==> src/rtl/pipeline_reg_if.sv <==
// Handshake bundle for the elastic pipeline register: upstream
// valid/ready/data, downstream valid/ready/data, flush and occupancy.
interface pipeline_reg_if #(
  parameter int N     = 64,
  parameter int DEPTH = 1
) ();
  logic [N-1:0]               in_data;
  logic                       in_valid;
  logic                       in_ready;
  logic [N-1:0]               out_data;
  logic                       out_valid;
  logic                       out_ready;
  logic                       flush;
  logic [$clog2(DEPTH+1)-1:0] count;

  // Environment side: drives offers, downstream ready and flush.
  modport master (
    output in_data, in_valid, out_ready, flush,
    input  in_ready, out_data, out_valid, count
  );

  // Register side.
  modport slave (
    input  in_data, in_valid, out_ready, flush,
    output in_ready, out_data, out_valid, count
  );
endinterface

==> src/rtl/pipeline_reg.sv <==
// Elastic DEPTH-stage pipeline register with per-stage valid bits,
// valid/ready backpressure, bubble collapsing and synchronous flush.
// Stage 0 is the input side, stage DEPTH-1 drives the outputs.
module pipeline_reg #(
  parameter int           N         = 64,
  parameter int           DEPTH     = 1,
  parameter logic [N-1:0] RESET_VAL = {N{1'b0}}
) (
  input logic          clk,
  input logic          reset,
  pipeline_reg_if.slave bus
);

  localparam int CW = $clog2(DEPTH + 1);

  // Number of set bits in a valid vector.
  function automatic logic [CW-1:0] popcount(input logic [DEPTH-1:0] v);
    logic [CW-1:0] c;
    c = {CW{1'b0}};
    for (int i = 0; i < DEPTH; i++) begin
      c = c + CW'(v[i]);
    end
    return c;
  endfunction

  logic [N-1:0]     data_r [DEPTH];
  logic [DEPTH-1:0] v_r;
  logic [CW-1:0]    count_r;

  logic [DEPTH-1:0] go_s;
  logic [DEPTH-1:0] load_s;
  logic [DEPTH-1:0] leave_s;
  logic [DEPTH-1:0] v_nxt_s;
  logic             in_ready_s;

  // Stage k may take new contents when out_ready is high or any stage
  // from k to the tail is empty (the unrolled go/adv chain); this is what
  // lets gaps close while the output is stalled.
  always_comb begin
    logic g;
    for (int k = 0; k < DEPTH; k++) begin
      g = bus.out_ready;
      for (int j = k; j < DEPTH; j++) begin
        g = g | ~v_r[j];
      end
      go_s[k] = g;
    end
  end

  assign in_ready_s = go_s[0] & ~bus.flush;

  // Per-stage load/leave decode and next valid vector; flush empties every
  // stage and suppresses all loads so data registers hold.
  always_comb begin
    load_s    = {DEPTH{1'b0}};
    leave_s   = {DEPTH{1'b0}};
    v_nxt_s   = v_r;
    load_s[0] = bus.in_valid & in_ready_s;
    for (int k = 1; k < DEPTH; k++) begin
      load_s[k] = v_r[k-1] & go_s[k] & ~bus.flush;
    end
    for (int k = 0; k < DEPTH - 1; k++) begin
      leave_s[k] = v_r[k] & load_s[k+1];
    end
    leave_s[DEPTH-1] = v_r[DEPTH-1] & bus.out_ready;
    for (int k = 0; k < DEPTH; k++) begin
      if (bus.flush) begin
        v_nxt_s[k] = 1'b0;
      end else if (load_s[k]) begin
        v_nxt_s[k] = 1'b1;
      end else if (leave_s[k]) begin
        v_nxt_s[k] = 1'b0;
      end else begin
        v_nxt_s[k] = v_r[k];
      end
    end
  end

  // Stage registers: valid bits and occupancy move together; data only
  // changes on a load so bubbles never toggle the data flops.
  always_ff @(posedge clk or negedge reset) begin
    if (!reset) begin
      for (int k = 0; k < DEPTH; k++) begin
        data_r[k] <= RESET_VAL;
      end
      v_r     <= {DEPTH{1'b0}};
      count_r <= {CW{1'b0}};
    end else begin
      v_r     <= v_nxt_s;
      count_r <= popcount(v_nxt_s);
      if (load_s[0]) begin
        data_r[0] <= bus.in_data;
      end
      for (int k = 1; k < DEPTH; k++) begin
        if (load_s[k]) begin
          data_r[k] <= data_r[k-1];
        end
      end
    end
  end

  assign bus.in_ready  = in_ready_s;
  assign bus.out_data  = data_r[DEPTH-1];
  assign bus.out_valid = v_r[DEPTH-1];
  assign bus.count     = count_r;

endmodule

==> src/flat_wrapper.sv <==
// flat-port wrapper written by rule: the top's interface ports become plain ports
module pipeline_reg_flat 
#(
  parameter int           N         = 64,
  parameter int           DEPTH     = 1,
  parameter logic [N-1:0] RESET_VAL = {N{1'b0}}
)
  (clk, reset, bus_in_data, bus_in_valid, bus_out_ready, bus_flush, bus_in_ready, bus_out_data, bus_out_valid, bus_count);
  pipeline_reg_if #(.N(N), .DEPTH(DEPTH)) bus_i ();
  input logic clk;
  input logic reset;
  input wire logic [$bits(bus_i.in_data)-1:0] bus_in_data;
  input wire logic [$bits(bus_i.in_valid)-1:0] bus_in_valid;
  input wire logic [$bits(bus_i.out_ready)-1:0] bus_out_ready;
  input wire logic [$bits(bus_i.flush)-1:0] bus_flush;
  output wire logic [$bits(bus_i.in_ready)-1:0] bus_in_ready;
  output wire logic [$bits(bus_i.out_data)-1:0] bus_out_data;
  output wire logic [$bits(bus_i.out_valid)-1:0] bus_out_valid;
  output wire logic [$bits(bus_i.count)-1:0] bus_count;
  assign bus_i.in_data = bus_in_data;
  assign bus_i.in_valid = bus_in_valid;
  assign bus_i.out_ready = bus_out_ready;
  assign bus_i.flush = bus_flush;
  assign bus_in_ready = bus_i.in_ready;
  assign bus_out_data = bus_i.out_data;
  assign bus_out_valid = bus_i.out_valid;
  assign bus_count = bus_i.count;
  pipeline_reg #(.N(N), .DEPTH(DEPTH), .RESET_VAL(RESET_VAL)) u_core (.clk(clk), .reset(reset), .bus(bus_i));
endmodule
==> config.mk <==
export PLATFORM = sky130hd
export DESIGN_NAME = pipeline_reg_flat
export DESIGN_NICKNAME = d
export VERILOG_FILES = /design/src/rtl/pipeline_reg_if.sv /design/src/rtl/pipeline_reg.sv /design/src/flat_wrapper.sv
export SDC_FILE = /design/constraint.sdc
export NUM_CORES = 1
export LEC_CHECK = 0
export ABC_AREA = 1
export BUFFER_PORTS_ARGS = -buffer_cell sky130_fd_sc_hd__buf_2
export CAP_MARGIN = 40
export CORE_MARGIN = 5
export CORE_UTILIZATION = 46
export CTS_CLUSTER_SIZE = 40
export DETAILED_ROUTE_END_ITERATION = 7
export PLACE_DENSITY = 0.8
export SLEW_MARGIN = 30
export SYNTH_ARGS = -nofsm -noshare
export SYNTH_HDL_FRONTEND = slang
export SYNTH_SLANG_ARGS = --single-unit
==> constraint.sdc <==
create_clock -name clk -period 1.3 [get_ports clk]
set_input_delay 0.39 -clock clk [delete_from_list [all_inputs] [get_ports clk]]
set_output_delay 0.39 -clock clk [all_outputs]
set_load 0.02 [all_outputs]
==> flow_summary.toml <==
[pwr]
seqPwrFrac_pct = 43.7
leakage_nw = 2.21
p_int_mw = 3.89
switchingPower_mw = 1.83
p_sw_share_pct = 32.0
powerDensity_nw_per_um2 = 1460
p_comb_share_pct = 26.7
ir_worst_vdd_uv = 717
p_clk_share_pct = 29.7

[synth]
yosysSeqAreaShare_pct = 57.5
ys_ff_latch = 65
syn_inst = 292
syn_avg_cell_area_um2 = 9.69
synthesis.area_um2 = 2830
synth.distinct_cells = 11
syn_nets = 361
yosysWarnings = 0

[detailed_routing]
via_per_inst = 5.17
antenna_left = 0
vias = 2669
drt_pass1_iterations = 4
drt_iter0_markers = 137
drc = 0
wl_per_cell_um = 15.1
wirelength_um = 7780

[cts]
cts_tree = "yes"
clk_pin_slew_ns = 0.07
cts-htree-levels = 3
holdBufCountCts = 0
numCtsBuffers = 9
clockBufferDepth = 2
cts_sinks = 65
cts_root_buf = "clkbuf_8"
clock_latency_ns = 0.33

[global_routing]
grt_pass1_wl_um = 11400
grt_max_degree = 66
grt_antenna_before_repair = 0
grt_use_total_pct = 18.4
first_global_vias = 2468
grt_overflow = 0

[worst_setup_path]
crit_arrival_ns = 1.03
crit_path_start_kind = "flop"
cp-end-kind = "output pin"
cp_max_fo = 3
worst-setup-path-type = "flop to output pin"
crit_required_ns = 0.91

[finish]
multi_input_area_um2 = 923
areaGrowthSynthToFinish_pct = 38.3
ff_latch_area_um2 = 1630
layout-drive-gt1-share_pct = 41.0
instances_no_fill = 516
postLayoutCellArea_um2 = 3910
fillCellCount = 515
diodes = 0
nets = 505

[timing]
timing.hold.ws_ns = 0.0588
rsz0062_at_grt = "true"
tightest_slew_ns = 0.391
hold_viol = 0
fin_crit_ns = 1.42
setup_ws_ns = -0.123
finClkSkew_ns = 0.0106
setup_violations = 3
fmaxAchievable_mhz = 703
relSlewSlack_pct = 73.9
finalCritPeriodShare_pct = 109
drv_slew = 0

[floorplan]
fp.dieH_um = 88.4
start_util_pct = 47.5
die_w_um = 88.4
ioPinCount = 136
row_count = 28
die_area_um2 = 7820
coreArea_um2 = 5960

[placement]
dp_cells = 485
placed_area_um2 = 3440
dp_hpwl_um = 5000
port_buffers = 135
gp_congestion = 0.761

[hold_path]
hp-class = "input pin to asynchronous set/reset pin"

[flow_run]
cap_viol_max_count = 0

[outcome]
violations = "negative setup slack"
status = "finished with violations"
==> sequential cells by signal (all words and copies together) (netlist names) <==
signal                count
u_core.bus.out_data      64
u_core.bus.out_valid      1
==> path summary, 6_finish.rpt <==
check	startpoint	cells after the start	end	slack [ns]
setup reg to reg	u_core.bus.out_valid	6	u_core.bus.out_data[30]	0.05
hold / removal	reset	2	u_core.bus.out_data[33]	0.06
max in group asynchronous	reset	2	u_core.bus.out_data[13]	0.95
hold reg to reg	u_core.bus.out_data[55]	2	u_core.bus.out_data[55]	0.47
min in group clk	bus_flush	2	u_core.bus.out_valid	0.29
setup / recovery	u_core.bus.out_valid	2	bus_count	-0.12
==> placed cells by master, fill, tap and decap left out <==
master	synthesis	layout
nand2_1	128	128
buf_2	2	108
dfrtp_1	65	65
nand4_1	64	64
buf_4	7	27
buf_6	19	23
clkbuf_8	0	10
buf_12	0	3
inv_2	2	2
clkinvlp_4	0	2
clkinv_2	0	2
a21oi_2	0	1
nand2_4	0	1
nand3_4	1	1
inv_1	1	1
a21oi_1	2	1
clkbuf_1	0	1
bufinv_16	0	1
==> power groups by stage <==
stage,Combinational (mW),Sequential [mW],Clock [mW]
global route,1.65,2.53,1.83
finish,1.52,2.50,1.70
CTS,1.30,2.47,1.74
detailed placement,1.30,2.50,0
global placement,1.28,2.50,0
floorplan,0.419,2.87,0
==> layout make-up <==
cell class                 instances  share of cell area [%]
timing repair buffer             161                    27.1
clock inverter                     5                    1.41
clock buffer                      11                    3.61
multi-input combinational        196                    23.6
inverter                           3                   0.288
tap                               75                    2.40
sequential                        65                    41.6
==> worst max-delay path, stage by stage (launching register included) <==
cell     delay (ns)
dfrtp_1        0.41
buf_4          0.15
buf_2          0.15
==> repair_timing <==
| item | CTS | global route |
|---|---|---|
| buffers inserted | 0 | 15 |
| resized for setup | 1 | 51 |
| endpoints found under the setup margin | 3 | 35 |
| pin swaps | 1 | 0 |
==> synthesized netlist by cell type <==
| cell type | n | area [um2] |
|---|---|---|
| inv_1 | 1 | 3.75 |
| buf_2 | 2 | 10.0 |
| nand4_1 | 64 | 400 |
| nand2_2 | 1 | 6.26 |
| buf_4 | 7 | 52.6 |
| dfrtp_1 | 65 | 1630 |
| nand2_1 | 128 | 480 |
| nand3_4 | 1 | 17.5 |
| buf_6 | 19 | 214 |
| inv_2 | 2 | 7.51 |
| a21oi_1 | 2 | 10.0 |
==> cell families (layout without fill, tap and decap cells) <==
group | Yosys count | count (layout) | synth area share [%]
flip-flops | 65 | 65 | 57.5
AO/OA/AOI/OAI | 2 | 2 | 0.354
AND/OR/NAND/NOR | 194 | 194 | 32.0
buffers and inverters | 31 | 180 | 10.2
==> stage by stage <==
step | power [mW] | setup slack (ns) | utilization, % | setup TNS (ns)
after floorplan | 3.29 | 0.0410 | - | 0
after global placement | 3.77 | 0.0539 | 57.8 | 0
after detailed placement | 3.80 | 0.0349 | 57.8 | 0
after CTS | 5.51 | -0.137 | 61.1 | -0.169
after global routing | 6.01 | -0.157 | 65.7 | -0.665
final | 5.72 | -0.123 | 65.7 | -0.341
==> layer usage <==
layer,vias to the layer above,track usage (%),part of all wire (%)
li1,1276,-,-
met4,0,7.28,1.6
met3,12,3.82,8.4
met1,1264,24.8,41
met5,-,0,0
met2,117,29.3,49
Power figures use the tool's default switching activity.
